===== src/rtl/sccb_slave.sv =====
// SCCB target: START/STOP decode, 7-bit address match, 16-bit register pointer.
// Writes become register strobes; reads fetch through a one-cycle register port.
`timescale 1ns/1ps
module sccb_slave #(
  parameter logic [6:0] SLAVE_ADDR = 7'h3C,
  parameter int          MIN_PHASE  = 8
) (
  input  logic        clk_i,
  input  logic        srst_i,
  input  logic        scl_i,
  input  logic        sda_i,
  output logic        sda_o,
  output logic        sda_oe,
  output logic [15:0] reg_addr_o,
  output logic [7:0]  reg_wdata_o,
  output logic        reg_we_o,
  output logic        reg_re_o,
  input  logic [7:0]  reg_rdata_i,
  output logic        busy_o
);

  typedef enum logic [3:0] {
    IDLE, DEV_ADDR, ACK, REG_H, REG_L,
    WR_DATA, RD_DATA, RD_ACK, IGNORE
  } state_t;

  logic scl_meta, scl_s, scl_d;
  logic sda_meta, sda_s, sda_d;
  logic [1:0] idle_cnt;
  logic armed_q;

  state_t state_q, state_d;
  state_t nxt_q, nxt_d;
  logic [2:0]  cnt_q, cnt_d;
  logic [7:0]  sh_q, sh_d;
  logic [15:0] ptr_q, ptr_d;
  logic [7:0]  wdata_q, wdata_d;
  logic oe_q, oe_d;
  logic we_q, we_d;
  logic re_q, re_d;
  logic busy_q, busy_d;
  logic full_q, full_d;

  logic scl_rise, scl_fall;
  logic start_ev, stop_ev;
  logic [7:0] byte_in;

  // Two-flop synchronizers plus one delay flop for edge detection;
  // idle state (both lines high) is the reset value.
  always_ff @(posedge clk_i or posedge srst_i) begin
    if (srst_i) begin
      scl_meta <= 1'b1;
      scl_s    <= 1'b1;
      scl_d    <= 1'b1;
      sda_meta <= 1'b1;
      sda_s    <= 1'b1;
      sda_d    <= 1'b1;
    end else begin
      scl_meta <= scl_i;
      scl_s    <= scl_meta;
      scl_d    <= scl_s;
      sda_meta <= sda_i;
      sda_s    <= sda_meta;
      sda_d    <= sda_s;
    end
  end

  // START is only honoured once the bus has been seen idle for 3 cycles.
  always_ff @(posedge clk_i or posedge srst_i) begin
    if (srst_i) begin
      idle_cnt <= 2'd0;
      armed_q  <= 1'b0;
    end else begin
      if (scl_s && sda_s) begin
        if (idle_cnt != 2'd3) idle_cnt <= idle_cnt + 2'd1;
      end else begin
        idle_cnt <= 2'd0;
      end
      if (idle_cnt == 2'd3) armed_q <= 1'b1;
    end
  end

  assign scl_rise = scl_s & ~scl_d;
  assign scl_fall = ~scl_s & scl_d;
  assign start_ev = armed_q & scl_s & sda_d & ~sda_s;
  assign stop_ev  = scl_s & ~sda_d & sda_s;
  assign byte_in  = {sh_q[6:0], sda_s};

  // Next-state and datapath decode; START/STOP override any data edge.
  always_comb begin
    state_d = state_q;
    nxt_d   = nxt_q;
    cnt_d   = cnt_q;
    sh_d    = sh_q;
    ptr_d   = ptr_q;
    wdata_d = wdata_q;
    oe_d    = oe_q;
    we_d    = 1'b0;
    re_d    = 1'b0;
    busy_d  = busy_q;
    full_d  = full_q;
    if (we_q) ptr_d = ptr_q + 16'd1;
    unique case (state_q)
      DEV_ADDR: begin
        if (scl_rise) begin
          sh_d  = byte_in;
          cnt_d = cnt_q + 3'd1;
          if (cnt_q == 3'd7) begin
            if (byte_in[7:1] == SLAVE_ADDR) begin
              full_d = 1'b1;
              busy_d = 1'b1;
              nxt_d  = byte_in[0] ? RD_DATA : REG_H;
            end else begin
              state_d = IGNORE;
              busy_d  = 1'b0;
            end
          end
        end
        if (scl_fall && full_q) begin
          state_d = ACK;
          oe_d    = 1'b1;
          full_d  = 1'b0;
        end
      end
      REG_H, REG_L, WR_DATA: begin
        if (scl_rise) begin
          sh_d  = byte_in;
          cnt_d = cnt_q + 3'd1;
          if (cnt_q == 3'd7) begin
            full_d = 1'b1;
            if (state_q == REG_H) begin
              ptr_d[15:8] = byte_in;
              nxt_d       = REG_L;
            end else if (state_q == REG_L) begin
              ptr_d[7:0] = byte_in;
              nxt_d      = WR_DATA;
            end else begin
              we_d    = 1'b1;
              wdata_d = byte_in;
              nxt_d   = WR_DATA;
            end
          end
        end
        if (scl_fall && full_q) begin
          state_d = ACK;
          oe_d    = 1'b1;
          full_d  = 1'b0;
        end
      end
      ACK: begin
        if (scl_fall) begin
          oe_d    = 1'b0;
          cnt_d   = 3'd0;
          state_d = nxt_q;
          if (nxt_q == RD_DATA) re_d = 1'b1;
        end
      end
      RD_DATA: begin
        if (re_q) begin
          sh_d = reg_rdata_i;
          oe_d = ~reg_rdata_i[7];
        end else if (scl_fall) begin
          if (cnt_q == 3'd7) begin
            oe_d    = 1'b0;
            cnt_d   = 3'd0;
            state_d = RD_ACK;
          end else begin
            sh_d  = {sh_q[6:0], 1'b0};
            oe_d  = ~sh_q[6];
            cnt_d = cnt_q + 3'd1;
          end
        end
      end
      RD_ACK: begin
        if (scl_rise) begin
          if (!sda_s) begin
            ptr_d  = ptr_q + 16'd1;
            full_d = 1'b1;
          end else begin
            state_d = IGNORE;
          end
        end
        if (scl_fall && full_q) begin
          full_d  = 1'b0;
          re_d    = 1'b1;
          cnt_d   = 3'd0;
          state_d = RD_DATA;
        end
      end
      IDLE, IGNORE: ;
    endcase
    if (stop_ev) begin
      state_d = IDLE;
      oe_d    = 1'b0;
      busy_d  = 1'b0;
      full_d  = 1'b0;
      we_d    = 1'b0;
      re_d    = 1'b0;
    end
    if (start_ev) begin
      state_d = DEV_ADDR;
      cnt_d   = 3'd0;
      oe_d    = 1'b0;
      full_d  = 1'b0;
      we_d    = 1'b0;
      re_d    = 1'b0;
    end
  end

  // State and datapath registers.
  always_ff @(posedge clk_i or posedge srst_i) begin
    if (srst_i) begin
      state_q <= IDLE;
      nxt_q   <= IDLE;
      cnt_q   <= 3'd0;
      sh_q    <= 8'd0;
      ptr_q   <= 16'd0;
      wdata_q <= 8'd0;
      oe_q    <= 1'b0;
      we_q    <= 1'b0;
      re_q    <= 1'b0;
      busy_q  <= 1'b0;
      full_q  <= 1'b0;
    end else begin
      state_q <= state_d;
      nxt_q   <= nxt_d;
      cnt_q   <= cnt_d;
      sh_q    <= sh_d;
      ptr_q   <= ptr_d;
      wdata_q <= wdata_d;
      oe_q    <= oe_d;
      we_q    <= we_d;
      re_q    <= re_d;
      busy_q  <= busy_d;
      full_q  <= full_d;
    end
  end

  assign sda_o       = 1'b0;
  assign sda_oe      = oe_q & ~srst_i;
  assign reg_addr_o  = ptr_q;
  assign reg_wdata_o = wdata_q;
  assign reg_we_o    = we_q;
  assign reg_re_o    = re_q;
  assign busy_o      = busy_q;

`ifndef SYNTHESIS
  logic [7:0] phase_cnt;

  // Cycles since the last synchronized SCL edge.
  always_ff @(posedge clk_i or posedge srst_i) begin
    if (srst_i) phase_cnt <= '1;
    else if (scl_rise || scl_fall) phase_cnt <= '0;
    else if (phase_cnt != '1) phase_cnt <= phase_cnt + 8'd1;
  end

  // SCL phases shorter than MIN_PHASE are outside the tracked range.
  always @(posedge clk_i) begin
    if (!srst_i && (scl_rise || scl_fall))
      assert (phase_cnt >= 8'(MIN_PHASE - 1))
        else $error("scl phase shorter than MIN_PHASE");
  end
`endif

endmodule


===== config.mk =====
export PLATFORM = sky130hd
export DESIGN_NAME = sccb_slave
export DESIGN_NICKNAME = d
export VERILOG_FILES = /design/src/rtl/sccb_slave.sv
export SDC_FILE = /design/constraint.sdc
export NUM_CORES = 1
export LEC_CHECK = 0
export ABC_AREA = 1
export CAP_MARGIN = 0
export CORE_MARGIN = 5
export CORE_UTILIZATION = 50
export DETAILED_ROUTE_END_ITERATION = 16
export PLACE_DENSITY = 0.78
export SYNTH_ARGS = -nofsm -noshare
export SYNTH_HDL_FRONTEND = slang
export SYNTH_SLANG_ARGS = --single-unit

===== constraint.sdc =====
create_clock -name clk_i -period 4.3 [get_ports clk_i]
set_input_delay 0.86 -clock clk_i [delete_from_list [all_inputs] [get_ports clk_i]]
set_output_delay 0.86 -clock clk_i [all_outputs]
set_load 0.1 [all_outputs]

==> summary.txt <==
Synthesis
  • Syn Inst Count: approximately 560
  • Post-synth EDFFs: 0
  • Ys async rst share: 1.00
  • Sequential share of the synthesized area: 0.371
  • Synth Area per Inst: ~6.7 um^2
  • Post-synth top flop: dfrtp_1
  • Warning count from the yosys run: 0
  • Register bit count reported by yosys: between 50 and 60
  • Synth unique cells: 39
  • Netlist Area Pre-Place: between 3000 and 4000 um^2
  • Post-Syn Nets: approximately 570

Detailed routing
  • Post-DRT Antenna Nets: 0
  • WL final: around 9.5 mm
  • DRT iter0 DRCs: 277
  • First-pass DRT Iterations: 5
  • Vias/cell: ~5.4
  • # DRC: 0
  • Routed vias: roughly 3800
  • WL per Instance: between 10 and 15 um

STA
  • Final min period: ~3.2 ns
  • Maximum clock rate: 313 MHz
  • Final number of hold-violating endpoints: 0
  • Unrepaired setup endpoints after global routing: no
  • Total negative slack: 0 ns
  • Setup violators final: 0
  • Final Skew: between 0.009 and 0.01 ns
  • Max Transition Viols Final: 0
  • Actual slew at the worst max-slew pin: a little under 1 ns
  • Final period utilization: 0.744
  • Worst hold margin: between 0.3 and 0.4 ns
  • Slew HR: 0.336

Critical path
  • Arr. time, crit path: between 2 and 2.5 ns
  • Sequence of cells on the critical path: clkdlybuf4s50_1
  • Crit. End Element: output pin
  • Max FO, Critical Path: 16
  • Critical Path RT: about 3.4 ns
  • Worst Setup Start Kind: flop
  • Worst path bufs/invs: 1
  • CP max stage delay: approximately 1.3 ns
  • Slowest cell on crit path: clkdlybuf4s50_1
  • Critical path type: flop to output pin
  • Cell family with the largest share of critical-path delay: buffers and inverters

Power
  • Internal power: a little under 0.8 mW
  • Leak pwr: around 2.1 nW
  • Max VDD drop: 210 uV
  • Sw frac: 0.363
  • Switching pwr: approximately 0.45 mW
  • Clk pwr share: 0.254
  • Comb power frac: 0.238
  • Share of power burned in registers: 0.508
  • PwrDens: between 200 and 300 nW/um^2

Floorplan
  • Die W: ~96 um
  • CORE AREA: between 7000 and 8000 um^2
  • Initial core utilization: 0.514
  • Die height: roughly 96 um
  • Number of I/O pins: 41
  • FP Rows: 31
  • Die ar.: 9280 um^2

Global routing
  • Vias in the first global route: 3480
  • First-pass GRT wire length: roughly 16 mm
  • Met2 usage: 0.359
  • GR Util met3: 0.0352
  • GRT Overall Usage: 0.224
  • GRT Max-Usage Layer: met2
  • Antenna violations before repair: 0
  • Pin count of the biggest net entering global routing: 37
  • Global route overflow: 0
  • Grt met1 use: 0.310

Clock tree
  • Post-CTS resize count: 0
  • Clock Path Buffers: 2
  • Hold_buf cts: 0
  • Skew-Pair Late Insertion Delay: 0.33 ns
  • Number of H-tree levels: 2
  • Worst-path clk slew: about 0.11 ns
  • Number of buffers created by CTS: 5
  • CTS tree: yes
  • Clock root buffer: clkbuf_8
  • Postcts setup bufs: 0
  • CTS Sinks: 55

Flow run
  • Number of max-cap violations: 0

Final layout
  • Net count, final: 607
  • Layout Area Growth over Synthesis: 14.5%
  • Antenna cell count: 0
  • Share of layout cells above drive strength 1: 0.0861

Run status
  • Status: complete, no violations

Place
  • Dpl hpwl: between 6 and 7 mm
  • Final GP Congestion: a little under 0.9
  • Port bufs: 39

Worst hold path
  • Min-Delay Path Class: flop to flop
## worst paths after layout
path,startpoint,endpoint,slack [ns],depth (start not counted)
max,reg_we_o$_DFF_PP0_,reg_we_o,1.10,1
min,sda_meta$_DFF_PP1_,sda_s$_DFF_PP1_,0.36,0
max reg2reg,sda_s$_DFF_PP1_,reg_addr_o[2]$_DFF_PP0_,1.92,6
min reg2reg,sda_meta$_DFF_PP1_,sda_s$_DFF_PP1_,0.36,0
max in group asynchronous,srst_i,sda_d$_DFF_PP1_,2.48,3
min in group asynchronous,srst_i,reg_re_o$_DFF_PP0_,1.00,2
## cell families (layout without fill, tap and decap cells)
| group | Yosys count | after routing | share of synthesized area |
|---|---|---|---|
| mux | 1 | 1 | 0.00302 |
| xor+xnor | 7 | 7 | 0.0165 |
| flops | 55 | 55 | 0.371 |
| buf+inv | 72 | 106 | 0.0772 |
| compound gates | 92 | 92 | 0.134 |
| fa+ha+maj | 4 | 4 | 0.0134 |
| other cells | 1 | 1 | 0.00101 |
| simple gates | 326 | 326 | 0.383 |
## sequential cells by signal (all words and copies together) (netlist names), 2 cells and up
name / cells
reg_addr_o: 16
reg_wdata_o: 8
sh_q: 7
state_q: 4
cnt_q: 3
nxt_q: 3
idle_cnt: 2
## routing by layer
layer  vias up  share of wire
met4         0          0.014
met2       117           0.46
met3        11          0.059
met1      1741           0.47
met5         -              0
li1       1888              -
## power by group through the flow
stage	combinational, mW	sequential, mW	clock (mW)
after floorplan	0.229	0.616	0
after global placement	0.282	0.631	0
after detailed placement	0.290	0.633	0
after CTS	0.292	0.623	0.319
after global routing	0.335	0.631	0.344
final	0.292	0.624	0.312
## cells in the mapped netlist, types with 2 or more instances
master	instances	area [um^2]
nor2_4	3	33.8
o21ai_0	50	250
inv_1	42	158
nand3b_1	2	15.0
nor2_2	7	43.8
a21oi_1	22	110
o21bai_1	3	22.5
dfstp_2	6	158
inv_2	13	48.8
ha_1	4	50.1
clkbuf_1	3	11.3
buf_4	2	15.0
o21ai_1	4	20.0
dfrtp_1	49	1230
nand4_1	8	50.1
xor2_1	5	43.8
clkinv_1	3	11.3
o211ai_1	7	52.6
nand3_1	66	330
xnor2_1	2	17.5
nor3_1	2	10.0
nand2_2	5	31.3
nor2_1	48	180
buf_2	8	40.0
nand2_1	180	676
## area by class of cell
cell class                 count  area, um^2
clock buffer                   5        68.8
clock inverter                 3        22.5
fill                         706        2990
inverter                      58         218
multi-input combinational    431        2050
sequential                    55        1380
tap                           99         124
timing repair buffer          40         395
## layout by cell type, fill, tap and decap left out, drive strengths merged, types with 5 or more instances in the layout
cell type	instances
o21ai	54
o211ai	7
a21oi	22
nand4	8
nand2	186
dfstp	6
nor2	58
dfrtp	49
nand3	67
inv	57
clkbuf	5
clkdlybuf4s50	38
xor2	5
## per-stage QoR
step	setup WS (ns)	total power, mW	std cells	area, um^2	utilization
after CTS	1.08	1.24	691	4270	0.588
after global placement	1.51	0.913	683	4180	0.576
after floorplan	1.33	0.845	558	3730	-
after global routing	1.04	1.31	691	4270	0.588
final	1.10	1.23	691	4270	0.588
after detailed placement	1.45	0.923	683	4180	0.576
Power figures use the tool's default switching activity.
